File: config.mk
export PLATFORM = sky130hd
export DESIGN_NAME = conv_frame_ctrl_flat
export DESIGN_NICKNAME = d
export VERILOG_FILES = /design/src/rtl/conv_frame_ctrl_if.sv /design/src/rtl/conv_frame_ctrl.sv /design/src/flat_wrapper.sv
export SDC_FILE = /design/constraint.sdc
export NUM_CORES = 1
export LEC_CHECK = 0
export ABC_AREA = 1
export CAP_MARGIN = 10
export CORE_ASPECT_RATIO = 0.9
export CORE_MARGIN = 4
export CORE_UTILIZATION = 55
export DETAILED_ROUTE_END_ITERATION = 7
export GPL_TIMING_DRIVEN = 0
export HOLD_SLACK_MARGIN = 0.06
export PLACE_DENSITY = 0.78
export SYNTH_ARGS = -nofsm -noshare
export SYNTH_HDL_FRONTEND = slang
export SYNTH_SLANG_ARGS = --single-unit
File: constraint.sdc
create_clock -name clk -period 3 [get_ports clk]
set_input_delay 0.75 -clock clk [delete_from_list [all_inputs] [get_ports clk]]
set_output_delay 0.75 -clock clk [all_outputs]
set_load 0.01 [all_outputs]
File: src/rtl/conv_frame_ctrl_if.sv
// Handshake and bus bundle between the frame sequencer, the image memory and the conv core.
// The master side drives start/hold/kernel_sel; the slave side (sequencer) drives everything else.
interface conv_frame_ctrl_if #(
   parameter int WIDTH  = 64,
   parameter int HEIGHT = 64,
   parameter int ADDRW  = 12,
   parameter int KSELW  = 2
);
   localparam int XW = $clog2(WIDTH);
   localparam int YW = $clog2(HEIGHT);

   logic             start;
   logic             hold;
   logic [KSELW-1:0] kernel_sel;
   logic             mem_rd_en;
   logic [ADDRW-1:0] mem_addr;
   logic             lb_shift;
   logic [KSELW-1:0] kern_sel_q;
   logic             out_valid;
   logic             out_zero;
   logic [XW-1:0]    out_x;
   logic [YW-1:0]    out_y;
   logic             out_last;
   logic             busy;
   logic             done;

   modport master (
      output start, hold, kernel_sel,
      input  mem_rd_en, mem_addr, lb_shift, kern_sel_q,
      input  out_valid, out_zero, out_x, out_y, out_last, busy, done
   );

   modport slave (
      input  start, hold, kernel_sel,
      output mem_rd_en, mem_addr, lb_shift, kern_sel_q,
      output out_valid, out_zero, out_x, out_y, out_last, busy, done
   );
endinterface

File: src/rtl/conv_frame_ctrl.sv
// Raster-order frame sequencer for the 3x3 convolution core: issues one memory read per
// cycle, shifts returned pixels into the line buffer and emits per-pixel output strobes.
module conv_frame_ctrl #(
   parameter int WIDTH  = 64,
   parameter int HEIGHT = 64,
   parameter int ADDRW  = 12,
   parameter int KSELW  = 2
) (
   input  logic               clk,
   input  logic               rst,
   conv_frame_ctrl_if.slave   bus
);
   localparam int N  = WIDTH * HEIGHT;
   localparam int XW = $clog2(WIDTH);
   localparam int YW = $clog2(HEIGHT);
   localparam int CW = ADDRW + 1;

   localparam logic [ADDRW-1:0] LAST_ADDR = ADDRW'(N - 1);
   localparam logic [CW-1:0]    LAST_OUT  = CW'(N - 1);
   localparam logic [CW-1:0]    EMIT_LAG  = CW'(WIDTH + 1);
   localparam logic [XW-1:0]    X_MAX     = XW'(WIDTH - 1);
   localparam logic [YW-1:0]    Y_MAX     = YW'(HEIGHT - 1);

   typedef enum logic [1:0] {
      S_IDLE,
      S_READ,
      S_DRAIN,
      S_DONE
   } state_t;

   state_t           state_q;
   logic [ADDRW-1:0] rd_idx_q;
   logic [CW-1:0]    shift_cnt_q;
   logic [CW-1:0]    emit_cnt_q;
   logic [XW-1:0]    x_q;
   logic [YW-1:0]    y_q;
   logic [KSELW-1:0] kern_sel_q;
   logic             lb_shift_q;
   logic             out_valid_q;
   logic             out_zero_q;
   logic             out_last_q;
   logic [XW-1:0]    out_x_q;
   logic [YW-1:0]    out_y_q;
   logic             busy_q;
   logic             done_q;

   logic             rd_en_d;
   logic             shift_emit_d;
   logic             drain_tick_d;
   logic             emit_d;
   logic             border_d;
   logic             last_emit_d;
   logic [XW-1:0]    x_d;
   logic [YW-1:0]    y_d;

   always_comb begin
      rd_en_d      = (state_q == S_READ) && !bus.hold;
      // A window is complete once the pixel one row and one column past its centre has shifted in.
      shift_emit_d = lb_shift_q && (shift_cnt_q >= EMIT_LAG);
      // The trailing WIDTH+1 outputs are all border pixels, so they are emitted without data.
      drain_tick_d = (state_q == S_DRAIN) && !bus.hold && !lb_shift_q;
      emit_d       = shift_emit_d || drain_tick_d;
      border_d     = (x_q == '0) || (x_q == X_MAX) || (y_q == '0) || (y_q == Y_MAX);
      last_emit_d  = emit_d && (emit_cnt_q == LAST_OUT);
      x_d          = x_q;
      y_d          = y_q;
      if (x_q == X_MAX) begin
         x_d = '0;
         y_d = y_q + 1'b1;
      end else begin
         x_d = x_q + 1'b1;
      end
   end

   always_ff @(posedge clk or posedge rst) begin
      if (rst) begin
         state_q     <= S_IDLE;
         rd_idx_q    <= '0;
         shift_cnt_q <= '0;
         emit_cnt_q  <= '0;
         x_q         <= '0;
         y_q         <= '0;
         kern_sel_q  <= '0;
         lb_shift_q  <= 1'b0;
         out_valid_q <= 1'b0;
         out_zero_q  <= 1'b0;
         out_last_q  <= 1'b0;
         out_x_q     <= '0;
         out_y_q     <= '0;
         busy_q      <= 1'b0;
         done_q      <= 1'b0;
      end else begin
         lb_shift_q  <= rd_en_d;
         out_valid_q <= emit_d;
         out_zero_q  <= emit_d && border_d;
         out_last_q  <= last_emit_d;
         done_q      <= 1'b0;
         if (rd_en_d) begin
            rd_idx_q <= rd_idx_q + 1'b1;
         end
         if (lb_shift_q) begin
            shift_cnt_q <= shift_cnt_q + 1'b1;
         end
         if (emit_d) begin
            out_x_q    <= x_q;
            out_y_q    <= y_q;
            emit_cnt_q <= emit_cnt_q + 1'b1;
            x_q        <= x_d;
            y_q        <= y_d;
         end

         case (state_q)
            S_IDLE: begin
               if (bus.start) begin
                  kern_sel_q  <= bus.kernel_sel;
                  rd_idx_q    <= '0;
                  shift_cnt_q <= '0;
                  emit_cnt_q  <= '0;
                  x_q         <= '0;
                  y_q         <= '0;
                  busy_q      <= 1'b1;
                  state_q     <= S_READ;
               end
            end
            S_READ: begin
               if (rd_en_d && (rd_idx_q == LAST_ADDR)) begin
                  state_q <= S_DRAIN;
               end
            end
            S_DRAIN: begin
               if (last_emit_d) begin
                  state_q <= S_DONE;
               end
            end
            S_DONE: begin
               done_q  <= 1'b1;
               busy_q  <= 1'b0;
               state_q <= S_IDLE;
            end
            default: state_q <= S_IDLE;
         endcase
      end
   end

   assign bus.mem_rd_en  = rd_en_d;
   assign bus.mem_addr   = (state_q == S_READ) ? rd_idx_q : '0;
   assign bus.lb_shift   = lb_shift_q;
   assign bus.kern_sel_q = kern_sel_q;
   assign bus.out_valid  = out_valid_q;
   assign bus.out_zero   = out_zero_q;
   assign bus.out_x      = out_x_q;
   assign bus.out_y      = out_y_q;
   assign bus.out_last   = out_last_q;
   assign bus.busy       = busy_q;
   assign bus.done       = done_q;
endmodule

File: src/flat_wrapper.sv
// flat-port wrapper written by rule: the top's interface ports become plain ports
module conv_frame_ctrl_flat 
#(
   parameter int WIDTH  = 64,
   parameter int HEIGHT = 64,
   parameter int ADDRW  = 12,
   parameter int KSELW  = 2
)
  (clk, rst, bus_start, bus_hold, bus_kernel_sel, bus_mem_rd_en, bus_mem_addr, bus_lb_shift, bus_kern_sel_q, bus_out_valid, bus_out_zero, bus_out_x, bus_out_y, bus_out_last, bus_busy, bus_done);
  conv_frame_ctrl_if #(.WIDTH(WIDTH), .HEIGHT(HEIGHT), .ADDRW(ADDRW), .KSELW(KSELW)) bus_i ();
  input  logic clk;
  input  logic rst;
  input wire logic [$bits(bus_i.start)-1:0] bus_start;
  input wire logic [$bits(bus_i.hold)-1:0] bus_hold;
  input wire logic [$bits(bus_i.kernel_sel)-1:0] bus_kernel_sel;
  output wire logic [$bits(bus_i.mem_rd_en)-1:0] bus_mem_rd_en;
  output wire logic [$bits(bus_i.mem_addr)-1:0] bus_mem_addr;
  output wire logic [$bits(bus_i.lb_shift)-1:0] bus_lb_shift;
  output wire logic [$bits(bus_i.kern_sel_q)-1:0] bus_kern_sel_q;
  output wire logic [$bits(bus_i.out_valid)-1:0] bus_out_valid;
  output wire logic [$bits(bus_i.out_zero)-1:0] bus_out_zero;
  output wire logic [$bits(bus_i.out_x)-1:0] bus_out_x;
  output wire logic [$bits(bus_i.out_y)-1:0] bus_out_y;
  output wire logic [$bits(bus_i.out_last)-1:0] bus_out_last;
  output wire logic [$bits(bus_i.busy)-1:0] bus_busy;
  output wire logic [$bits(bus_i.done)-1:0] bus_done;
  assign bus_i.start = bus_start;
  assign bus_i.hold = bus_hold;
  assign bus_i.kernel_sel = bus_kernel_sel;
  assign bus_mem_rd_en = bus_i.mem_rd_en;
  assign bus_mem_addr = bus_i.mem_addr;
  assign bus_lb_shift = bus_i.lb_shift;
  assign bus_kern_sel_q = bus_i.kern_sel_q;
  assign bus_out_valid = bus_i.out_valid;
  assign bus_out_zero = bus_i.out_zero;
  assign bus_out_x = bus_i.out_x;
  assign bus_out_y = bus_i.out_y;
  assign bus_out_last = bus_i.out_last;
  assign bus_busy = bus_i.busy;
  assign bus_done = bus_i.done;
  conv_frame_ctrl #(.WIDTH(WIDTH), .HEIGHT(HEIGHT), .ADDRW(ADDRW), .KSELW(KSELW)) u_core (.clk(clk), .rst(rst), .bus(bus_i));
endmodule
==> run_results.csv <==
group,metric,value,unit
run_status,status,"completed",
cts,path_clk_slew,0.07,ns
logic_synthesis,synth_seq_area_share,45.58,%
critical_path,reg2regPathDepth,6,
min_path,hold_end,"u_core.bus.out_last",
critical_path,cp-end-kind,"primary output",
route,totalWireLength,8625,um
layout,mostFrequentLayoutCell,"nand2_1",
global_routing,grt_overflow,0,
floorplanning,row_count,29,
sta,period_minus_slack,2.866,ns
sta,maxSlewViolCount,0,
floorplanning,io_pins,39,
cts,cts_tree,"built",
power,vdd_drop_max,0.4094,mV
critical_path,rrSetupSlack,1.01,ns
route,vias,3407,
floorplanning,die_w,97.36,um
logic_synthesis,yosys_warnings,0,
logic_synthesis,synth_fp_nets,529,
sta,timing.final.hold_violations,0,
min_path,hold_class,"reg2reg",
sta,clock_skew,0.01264,ns
route,drt_iter0_drc,272,
sta,fmax,348.9,MHz
logic_synthesis,ys_ff_latch,72,
floorplanning,die-area,8609,um^2
critical_path,worst_r2r_startpoint,"u_core.state_q[0]",
critical_path,crit_type,"in2out",
route,dr.pass1.iters,5,
global_routing,grt_pass1_wl,14610,um
placement,dp_slack,0.04988,ns
layout,syn2layout_area_growth,17.16,%
min_path,hold_start,"u_core.emit_cnt_q[12]",
cts,insertion_delay,0.34,ns
cts,cts_buffers,9,
sta,finalCritPeriodShare,95.54,%
layout,diodes,0,
power,p_leak,2.208,nW
cts,cts_num_sinks,72,
global_routing,grt_usage,20.96,%
placement,dp_hpwl,6183,um
layout,n_fill_cell,590,
global_routing,grt_pass1_vias,3247,
route,ant_nets,0,
sta,holdWs,0.4594,ns
floorplanning,start_util,56.44,%
placement,place.gp.congestion,0.8677,
critical_path,required,2.25,ns
logic_synthesis,syn_area,3953,um^2
layout,post_route_cells_drive_above_1_share,7.801,%
cts,cts_root_buffer,"clkbuf_8",
global_routing,antenna_found_initial,0,
sta,setup_slack,0.1339,ns
layout,most-common-layout-cells,"126 x nand2_1, 72 x inv_1, 72 x dfrtp_1",
route,wl_per_cell,13.13,um
sta,setup_tns,0,ns
route,vias_per_cell,5.186,
route,drcViolationCount,0,
logic_synthesis,ys_types,39,
logic_synthesis,avgSynthCellArea,7.735,um^2
layout,nets,578,
sta,max_slew_margin,41.99,%
sta,rsz0062_at_grt,"no",
floorplanning,core-area,7003,um^2
placement,portBuffers,38,
cts,cts.htree.levels,3,
global_routing,grt_max_degree,73,
cts,cts_hold_buf,0,
critical_path,cp_max_fo,10,
critical_path,rr_endpoint,"u_core.shift_cnt_q[12]",
cts,clockBufferDepth,2,
min_path,whs_path_depth,1,
logic_synthesis,synthCells,511,
floorplanning,die_h,88.42,um
sta,finalSetupViolCount,0,
power,powerDensity,673.4,nW/um^2
flow_run,cap_violations,0,
critical_path,startpoint_type,"input port",
sta,tightest_slew,0.8702,ns
critical_path,cp.arrival,2.12,ns
power,fin_total_pwr,3.118,mW
==> kinds of logic after synthesis <==
group	count (synthesis)	share of synthesized area, %
flops	72	45.58
simple gates	248	27.07
compound gates	78	11.11
xor+xnor	13	2.881
buf+inv	88	9.560
fa+ha+maj	12	3.799
==> power breakdown <==
group	switching [mW]	internal, mW	leakage (nW)	total, mW
Clock	0.345	0.338	0.0882	0.683
Combinational	0.721	0.460	1.14	1.18
Sequential	0.128	1.13	0.976	1.25
Total	1.19	1.93	2.21	3.12
==> final cells by class <==
class / count / area, um^2 / area share (%)
clock inverters: 3 / 17.52 / 0.3783
multi-input cells: 351 / 1778 / 38.40
clock buffers: 12 / 155.1 / 3.350
flip-flops and latches: 72 / 1802 / 38.91
plain buffers: 14 / 101.3 / 2.189
well taps: 93 / 116.4 / 2.513
repair buffers: 38 / 380.4 / 8.214
inverters: 74 / 280.3 / 6.052
==> state kept, by name, summed over array words and instances (netlist names) <==
signal and cells:
u_core.bus.busy 1, u_core.bus.done 1, u_core.bus.kern_sel_q 2, u_core.bus.lb_shift 1
u_core.bus.out_last 1, u_core.bus.out_valid 1, u_core.bus.out_x 6, u_core.bus.out_y 6
u_core.bus.out_zero 1, u_core.emit_cnt_q 13, u_core.rd_idx_q 12, u_core.shift_cnt_q 13
u_core.state_q 2, u_core.x_q 6, u_core.y_q 6
==> metrics by stage <==
stage | instances | instance area (um^2) | utilization, %
floorplan | 511 | 3953 | -
global route | 657 | 4631 | 66.12
CTS | 657 | 4624 | 66.04
finish | 657 | 4631 | 66.12
global placement | 642 | 4449 | 63.53
detailed placement | 642 | 4452 | 63.57
==> critical path: stages <==
cell and delay, ns:
clkdlybuf4s50_1 0.51, nor2_4 0.27, clkdlybuf4s50_1 0.59
==> worst max-delay path by stage <==
| stage | start | to | slack, ns |
|---|---|---|---|
| 3_3_place_gp | rst | u_core.bus.busy | -0.81 |
| 3_5_place_dp | bus_hold | bus_mem_rd_en | 0.05 |
| 2_1_floorplan | rst | u_core.bus.busy | 0.43 |
| 6_report | bus_hold | bus_mem_rd_en | 0.13 |
| 4_1_cts | bus_hold | bus_mem_rd_en | 0.05 |
| 5_1_grt | bus_hold | bus_mem_rd_en | 0.07 |
==> metal layers <==
layer	track usage, %	up-vias	share of wire, %
met2	34.91	97	48
met5	0	-	0
met3	4.098	19	4.9
met4	6.792	0	1.7
met1	28.09	1581	45
li1	-	1710	-
==> Yosys cell counts <==
cell type | n | share of area [%]
nor2_2 | 4 | 0.63
ha_1 | 12 | 3.8
a211oi_1 | 1 | 0.19
a21oi_2 | 1 | 0.22
a31o_2 | 1 | 0.22
o21a_1 | 2 | 0.38
a2bb2oi_1 | 1 | 0.22
nand3_1 | 22 | 2.8
nand2_4 | 1 | 0.28
buf_12 | 1 | 0.51
a31oi_1 | 2 | 0.32
nand4_1 | 10 | 1.6
nand2_2 | 1 | 0.16
a22oi_2 | 1 | 0.32
xor2_1 | 11 | 2.4
inv_1 | 73 | 6.9
a21oi_1 | 27 | 3.4
a22oi_1 | 2 | 0.38
or2_2 | 2 | 0.32
o21ai_2 | 2 | 0.44
dfrtp_1 | 72 | 46
o21ai_1 | 2 | 0.25
nor3b_1 | 2 | 0.38
clkbuf_1 | 4 | 0.38
nand2_8 | 1 | 0.51
o21bai_1 | 2 | 0.38
buf_6 | 2 | 0.57
buf_4 | 3 | 0.57
nand3_2 | 2 | 0.51
buf_2 | 4 | 0.51
o211ai_1 | 1 | 0.19
o21ai_0 | 33 | 4.2
inv_2 | 1 | 0.095
nor3_1 | 11 | 1.4
nor2_4 | 1 | 0.28
xnor2_1 | 2 | 0.44
nand2_1 | 126 | 12
nand3b_1 | 1 | 0.19
nor2_1 | 64 | 6.1
==> what timing repair did <==
item / CTS / global route
hold endpoints to repair: 0 / 0
resized for setup: 0 / 3
setup buffers: 0 / 0
setup endpoints to repair: 0 / 11
Power figures use the tool's default switching activity.
